**config.mk**
```make
export PLATFORM = sky130hd
export DESIGN_NAME = bit_trunc_pipe
export DESIGN_NICKNAME = d
export VERILOG_FILES = /design/src/rtl/bit_trunc_pipe.sv
export SDC_FILE = /design/constraint.sdc
export NUM_CORES = 1
export LEC_CHECK = 0
export ABC_CLOCK_PERIOD_IN_PS = 2600
export CAP_MARGIN = 20
export CORE_MARGIN = 5
export CORE_UTILIZATION = 49
export CTS_CLUSTER_SIZE = 8
export DETAILED_ROUTE_END_ITERATION = 10
export GPL_ROUTABILITY_DRIVEN = 0
export MAX_ROUTING_LAYER = met4
export PLACE_DENSITY = 0.85
export SYNTH_ARGS = -nofsm -noshare
export SYNTH_HDL_FRONTEND = slang
export SYNTH_SLANG_ARGS = --single-unit
```
**constraint.sdc**
```tcl
create_clock -name clk -period 2.6 [get_ports clk]
set_input_delay 0.65 -clock clk [delete_from_list [all_inputs] [get_ports clk]]
set_output_delay 0.65 -clock clk [all_outputs]
set_load 0.05 [all_outputs]
```
**src/rtl/bit_trunc_pipe.sv**
```systemverilog
// bit_trunc_pipe
//   Two-stage saturating bit-truncation pipe. Each of CH two's-complement lanes of WIDTH bits is
//   rounded (stage 1), then narrowed to bits [MSB:LSB] with saturation to +max/-min (stage 2).
//   Valid/ready flow control with no bubbles; saturation events are flagged per lane and counted.
//
//   Optional feature macro: BIT_TRUNC_PIPE_STAT_EN
//     defined   -> sat_cnt counts transferred beats with any out_sat bit set; sat_clr clears it
//     undefined -> sat_cnt is constant 0 and sat_clr is ignored
//
//   Parameters: CH lanes, WIDTH input lane bits, MSB/LSB kept slice, RND_MODE
//               (0 truncate, 1 round half up, 2 round half to even).
//   Ports:
//     clk, rst          clock, synchronous active-high reset
//     in_valid/in_ready input handshake, din = CH packed WIDTH-bit lanes
//     out_valid/out_ready output handshake, dout = CH packed OW-bit lanes (OW = MSB-LSB+1)
//     out_sat           per-lane saturation flag aligned with dout
//     sat_clr, sat_cnt  saturation statistics clear / 16-bit saturating count
module bit_trunc_pipe #(
   parameter int unsigned CH       = 4,
   parameter int unsigned WIDTH    = 32,
   parameter int unsigned MSB      = 23,
   parameter int unsigned LSB      = 8,
   parameter int unsigned RND_MODE = 1
) (
   input  logic                      clk,
   input  logic                      rst,
   input  logic                      in_valid,
   output logic                      in_ready,
   input  logic [CH*WIDTH-1:0]       din,
   output logic                      out_valid,
   input  logic                      out_ready,
   output logic [CH*(MSB-LSB+1)-1:0] dout,
   output logic [CH-1:0]             out_sat,
   input  logic                      sat_clr,
   output logic [15:0]               sat_cnt
);

   localparam int unsigned OW = MSB - LSB + 1;
   // Stage 1 only keeps r[WIDTH:LSB]; the fraction has done its job once the carry is in.
   localparam int unsigned SW = WIDTH - LSB + 1;
   localparam logic [OW-1:0] MinVal = OW'(1) << (OW - 1);
   localparam logic [OW-1:0] MaxVal = ~MinVal;

   logic             w_en1;
   logic             w_en2;
   logic [CH*SW-1:0] w_rnd;
   logic [CH*OW-1:0] w_sat_dout;
   logic [CH-1:0]    w_sat_flag;

   logic             r_s1_valid;
   logic [CH*SW-1:0] r_s1;
   logic             r_out_valid;
   logic [CH*OW-1:0] r_dout;
   logic [CH-1:0]    r_out_sat;

   assign w_en2    = ~r_out_valid | out_ready;
   assign w_en1    = ~r_s1_valid | w_en2;
   assign in_ready = w_en1;

   for (genvar i = 0; i < CH; i++) begin : g_lane
      logic [WIDTH:0]  w_x;
      logic [SW-1:0]   w_s;
      logic [SW-OW:0]  w_top;

      // One extra sign bit so a round-up carry at full scale cannot wrap.
      assign w_x = {din[i*WIDTH + WIDTH - 1], din[i*WIDTH +: WIDTH]};

      if (LSB == 0) begin : g_no_rnd
         assign w_rnd[i*SW +: SW] = w_x;
      end else begin : g_rnd
         localparam logic [LSB-1:0] Half = LSB'(1) << (LSB - 1);
         logic           w_inc;
         logic [LSB-1:0] w_unused_frac;

         if (RND_MODE == 0) begin : g_trunc
            assign w_inc = 1'b0;
         end else if (RND_MODE == 1) begin : g_up
            assign w_inc = 1'b1;
         end else begin : g_even
            logic [LSB-1:0] w_frac;
            assign w_frac = w_x[LSB-1:0];
            // Exact ties go up only when the kept LSB is odd.
            assign w_inc  = (w_frac > Half) | ((w_frac == Half) & w_x[LSB]);
         end

         assign {w_rnd[i*SW +: SW], w_unused_frac} = w_x + (w_inc ? (WIDTH+1)'(Half) : '0);
      end

      // Stage 2: bits r[WIDTH:MSB] must all equal the sign, otherwise the slice overflowed.
      assign w_s   = r_s1[i*SW +: SW];
      assign w_top = w_s[SW-1:OW-1];
      assign w_sat_flag[i] = ~((&w_top) | (~|w_top));
      assign w_sat_dout[i*OW +: OW] = !w_sat_flag[i] ? w_s[OW-1:0] :
                                      (w_s[SW-1] ? MinVal : MaxVal);
   end

   always_ff @(posedge clk) begin
      if (rst) begin
         r_s1_valid  <= 1'b0;
         r_s1        <= '0;
         r_out_valid <= 1'b0;
         r_dout      <= '0;
         r_out_sat   <= '0;
      end else begin
         if (w_en1) begin
            r_s1_valid <= in_valid;
            if (in_valid) begin
               r_s1 <= w_rnd;
            end
         end
         if (w_en2) begin
            r_out_valid <= r_s1_valid;
            if (r_s1_valid) begin
               r_dout    <= w_sat_dout;
               r_out_sat <= w_sat_flag;
            end
         end
      end
   end

   assign out_valid = r_out_valid;
   assign dout      = r_dout;
   assign out_sat   = r_out_sat;

`ifdef BIT_TRUNC_PIPE_STAT_EN
   logic        w_sat_xfer;
   logic [15:0] r_sat_cnt;

   assign w_sat_xfer = r_out_valid & out_ready & (|r_out_sat);

   // Clear wins over a coincident increment; the count sticks at all-ones.
   always_ff @(posedge clk) begin
      if (rst || sat_clr) begin
         r_sat_cnt <= '0;
      end else if (w_sat_xfer && (r_sat_cnt != 16'hFFFF)) begin
         r_sat_cnt <= r_sat_cnt + 16'd1;
      end
   end

   assign sat_cnt = r_sat_cnt;
`else
   logic w_unused_sat_clr;

   assign w_unused_sat_clr = sat_clr;
   assign sat_cnt          = '0;
`endif

endmodule

```
After elaboration in Yosys (flattened, before gate mapping). Cells that the tools add are included.

Logic and storage cells: 43. Memories kept: 0. Bits of input ports: 133. Bits in latches: 0. Register bits: 170. Memory bits (read-only): 0. Memory bits (writable): 0. Output and inout bits: 86.

Order comparisons: 0. Equal/unequal tests: 0. $add $sub $neg: 4. Shift operators: 0. Reduce and logical (&&, ||, !) cells: 14. Bitwise logic cells: 12. Muxes and demuxes: 8. Divide/modulo/power cells: 0. $mul: 0.

Operator list (number): 32-bit by 9-bit adder with 33-bit output (second input constant) (4); 16-bit 2-to-1 mux (8); 10-bit AND reduction (4); 10-bit OR reduction (4); 1-bit inverter (6); 1-bit bitwise OR (6); 1-bit zero test (4); 2-bit AND reduction (2).

Longest topological paths before layout.
Depth after elaboration: 4. Depth in mapped cells: 7. Gate-level depth less buffers: 5.

Least setup slack after synthesis. Ideal clock, no wire load.

Path type: flip-flop to flip-flop. Start: reg r_out_valid (netlist: out_valid). End: reg r_s1[45]. Stages on the path, launching flop included: 8. Data required time: 2464 ps. Clock period less this slack: 2517 ps. Path slack: 83 ps. Library setup time: 136 ps. Data arrival time: 2381 ps. Buffers on the path: 3. Cells stage by stage: dfxtp_1 > nand3b_1 > and2_1 > clkbuf_1 > clkbuf_1 > clkbuf_1 > o311ai_0 > nand3_1.

Cells in the longest elaborated chain, start to end: 4.

Ends and longest elaborated chain: from (decl) (RTL line 52) `logic r_out_valid;`; from (signal assigned) (RTL line 112) `r_out_valid <= r_s1_valid;`; 1-bit inverter (RTL line 56) `assign w_en2 = ~r_out_valid | out_ready;`; 1-bit bitwise OR (RTL line 56); 1-bit bitwise OR (RTL line 57) `assign w_en1 = ~r_s1_valid | w_en2;`; net in_ready (RTL line 28) `output logic in_ready,`; 2-bit AND reduction (no source line); to (signal assigned) (RTL line 108) `r_s1 <= w_rnd;`; to (decl) (RTL line 51) `logic [CH*SW-1:0] r_s1;`.

The timed path passes the listed nets, and every way through them passes these cells. A chain may end at the register's enable or synchronous reset.

Final worst setup path.
Start: in din[43]. End: reg r_s1[43].

Cells in the longest elaborated chain, start to end: 1.

Ends and longest elaborated chain: from (decl) (RTL line 29) `input logic [CH*WIDTH-1:0] din,`; 32-bit by 9-bit adder with 33-bit output (RTL line 86) `assign {w_rnd[i*SW +: SW], w_unused_frac} = w_x + (w_inc ? (WIDTH+1)'(Half) : '0);`.

No other way between the ends.

==> summary.md <==
| Metric | Value |
|---|---|
| DIE HEIGHT | `~140 um` |
| CP max stage cell | `or4_1` |
| Setup Fix Bufs, Post-CTS | `0` |
| Pleak | `roughly 0.0042 uW` |
| Drt first pass iters | `6` |
| Slew @ Worst Pin | `between 1 and 1.5 ns` |
| Power Density | `around 610 nW/um^2` |
| CTS Buf Count | `17` |
| CP Class | `primary input to flip-flop` |
| Post-Route WL | `24500 um` |
| Vias per inst | `5.88` |
| Syn. warnings | `0` |
| Status | `finished clean` |
| Synthesized area | `roughly 8200 sq um` |
| Clock slew seen by the registers of the worst setup and hold paths | `0.07 ns` |
| Nets | `around 1400` |
| Largest net degree at the start of global routing | `~110` |
| Row cnt | `47` |
| Most used DFF post-synth | `dfxtp_1` |
| Port buffer count | `around 170` |
| Count of pins over their slew limit | `0` |
| Top cell by count, worst path | `or4_1` |
| Layout area overhead | `39.3%` |
| Die area | `a little under 20000 sq um` |
| Remaining global-route overflow | `0` |
| Core area | `around 17000 sq um` |
| Share of flip-flops with an asynchronous set or reset | `0%` |
| Sw Share | `about 29%` |
| Worst-skew pair later-pin latency | `about 0.43 ns` |
| Sw power | `approximately 2000 uW` |
| Most area-hungry cell type in the Yosys netlist | `dfxtp_1` |
| Synth top area cells | `dfxtp_1 41%, a211oi_1 6.8%, nor2_1 6.4%` |
| Vias in the first global route | `8090` |
| CP peak stage delay | `roughly 0.67 ns` |
| GRT Overall Usage | `approximately 25%` |
| Routed Antenna Nets | `0` |
| DR WL/cell | `between 15 and 20 um` |
| CP endpoint kind | `flip-flop` |
| Seq/Total Area, Yosys | `41.4%` |
| Share of the synthesized area in the top cell type | `approximately two fifths` |
| CTS root buffer | `clkbuf_16` |
| FILL cells | `between 1000 and 1500` |
| Htree depth | `4` |
| Max-Cap Viols | `0` |
| Worst path arrival time | `roughly 2.8 ns` |
| Power share of the clock group | `between 30% and 40%` |
| Crit path cell chain | `clkdlybuf4s50_1, nand4_4, or4_1, or4_1, a311oi_1` |
| Startpoint Class | `primary input` |
| Initial antenna violation count | `1` |
| Worst min path class | `flip-flop to flip-flop` |
| Worst vdd ir | `about 480 uV` |
| Combinational Power Share | `roughly a fifth` |
| EDFF count, synth | `0` |
| Final instance area | `11400 sq um` |
| Core Util, Final | `between 60% and 70%` |
| CTS max path bufs | `2` |
| DRC marker count from the first detailed-route iteration | `551` |
| Final worst slack | `about 0.12 ns` |
| Crit share post-route | `95.4%` |
| Reg area | `approximately 3400 sq um` |
| Power, Total | `between 6000 and 7000 uW` |
| Share of cells above drive strength 1 | `around 14%` |
| Cts repair resizes | `0` |
| First-pass GRT wire length | `approximately 40000 um` |
| Width of the die | `about 140 um` |
| Netlist cell types | `46` |
| Syn Area/Cell | `between 8 and 9 sq um` |
| RSZ-0062 raised after global routing | `no` |
| Pre-CTS WS | `-0.331 ns` |
| DRC errors left | `0` |
| Hold buffers post-CTS | `0` |
| Sequential share of power | `42.3%` |
| P_int | `4910 uW` |
| Fmax | `about 400 MHz` |
| #FFs+latches synth | `170` |
| CP required | `around 3.0 ns` |
| Starting density of the core | `about half` |
| Fin Clk Skew | `0.00594 ns` |
| Area of the multi-input gates | `between 4000 and 5000 sq um` |
| Post-Synthesis Cells | `between 900 and 1000` |
| Ports | `~220` |
| Vias | `approximately 8500` |
| Hold Fails Final Rpt | `0` |
| # setup viols final | `0` |
| Biggest fanout along the worst timing path | `9` |
| Dpl hpwl | `17700 um` |
| Placed cell area | `10800 sq um` |
| Slew HR | `between 20% and 30%` |
| Clock Sink Count | `170` |
| Fin crit period | `2.48 ns` |
| CTS tree | `done` |
| Fin Setup TNS | `0 ns` |
-- cells in the final DEF (no fill, tap or decap), types with 6 or more instances in the layout --
cell type | netlist | layout
or4_1 | 26 | 26
o31ai_1 | 23 | 23
nand4_1 | 37 | 37
and2_1 | 7 | 6
inv_1 | 15 | 15
a221o_1 | 31 | 31
nor2_1 | 140 | 139
buf_4 | 16 | 110
clkbuf_16 | 0 | 17
clkdlybuf4s50_1 | 0 | 171
a311oi_1 | 31 | 31
nand3_1 | 55 | 55
nor4_1 | 14 | 14
o21ai_0 | 29 | 29
or3_1 | 15 | 15
nand2_1 | 69 | 69
xnor2_1 | 24 | 24
and3_1 | 8 | 8
xor2_1 | 25 | 25
buf_12 | 0 | 6
and4_1 | 15 | 15
nor3_1 | 15 | 15
a211oi_1 | 74 | 74
a21oi_1 | 25 | 25
conb_1 | 1 | 16
dfxtp_1 | 170 | 170
-- layout make-up --
class,instances,share of cell area (%)
well taps,220,2.40
multi-input cells,721,38.7
repair buffers,288,23.3
clock inverters,14,1.51
inverters,15,0.492
flip-flops and latches,170,29.7
diodes,1,0.0219
clock buffers,18,3.75
-- power groups by stage --
stage	clock network [uW]	logic, uW	registers (uW)
2_1_floorplan	0	529	3250
3_3_place_gp	0	1390	2980
3_5_place_dp	0	1420	2990
4_1_cts	2610	1430	2930
5_1_grt	2730	1530	2960
6_report	2580	1430	2940
-- cell families (layout without fill, tap and decap cells) --
kind of cell	Yosys count	count (layout)	share of synthesized area, %
and+or+nand+nor	416	416	25.6
AOI/OAI and AO/OA	236	236	21.7
DFF	170	170	41.4
buffers and inverters	102	335	5.41
xor gates and xnor gates	49	49	5.22
adders and majority gates	4	4	0.609
other	1	17	0.0456
-- through the flow --
stage,hold WS (ns),cells
final,0.455,1447
after global routing,0.473,1447
after CTS,0.458,1445
after detailed placement,0.448,1413
after global placement,0.443,1412
after floorplan,0.436,993
-- critical path: cells and delay by family --
family | cells | cell delay [ns]
AO/OA/AOI/OAI | 1 | 0.24
buffers and inverters | 1 | 0.53
AND/OR/NAND/NOR | 3 | 1.40
-- cell usage after synthesis (16+ instances only) --
library cell / number
nor2_1: 140
or4_1: 26
a221o_1: 31
xnor2_1: 24
xor2_1: 25
o31ai_1: 23
buf_4: 16
a311oi_1: 31
a211oi_1: 74
a21oi_1: 25
nand2_1: 69
dfxtp_1: 170
nand4_1: 37
clkbuf_1: 66
nand3_1: 55
o21ai_0: 29
-- sequential cells by signal, summed over array words and instances, names as in the netlist --
| signal | flops |
|---|---|
| dout | 64 |
| out_sat | 4 |
| out_valid | 1 |
| r_s1 | 100 |
| r_s1_valid | 1 |
-- worst paths after layout --
| kind | from | to | slack, ns | depth (start not counted) |
|---|---|---|---|---|
| min | r_s1[0] | r_s1[0] | 0.45 | 2 |
| min reg2reg | r_s1[0] | r_s1[0] | 0.45 | 2 |
| max | din[43] | r_s1[43] | 0.12 | 5 |
| max reg2reg | r_s1[74] | dout[33] | 0.48 | 4 |
-- metal layers --
layer	GRT usage, %	routed length, um	up-vias
met5	-	0	-
met4	10.8	803	0
met3	4.01	1580	61
met2	41.7	12000	301
met1	30.6	10200	3998
li1	-	-	4146
Power figures use the tool's default switching activity.
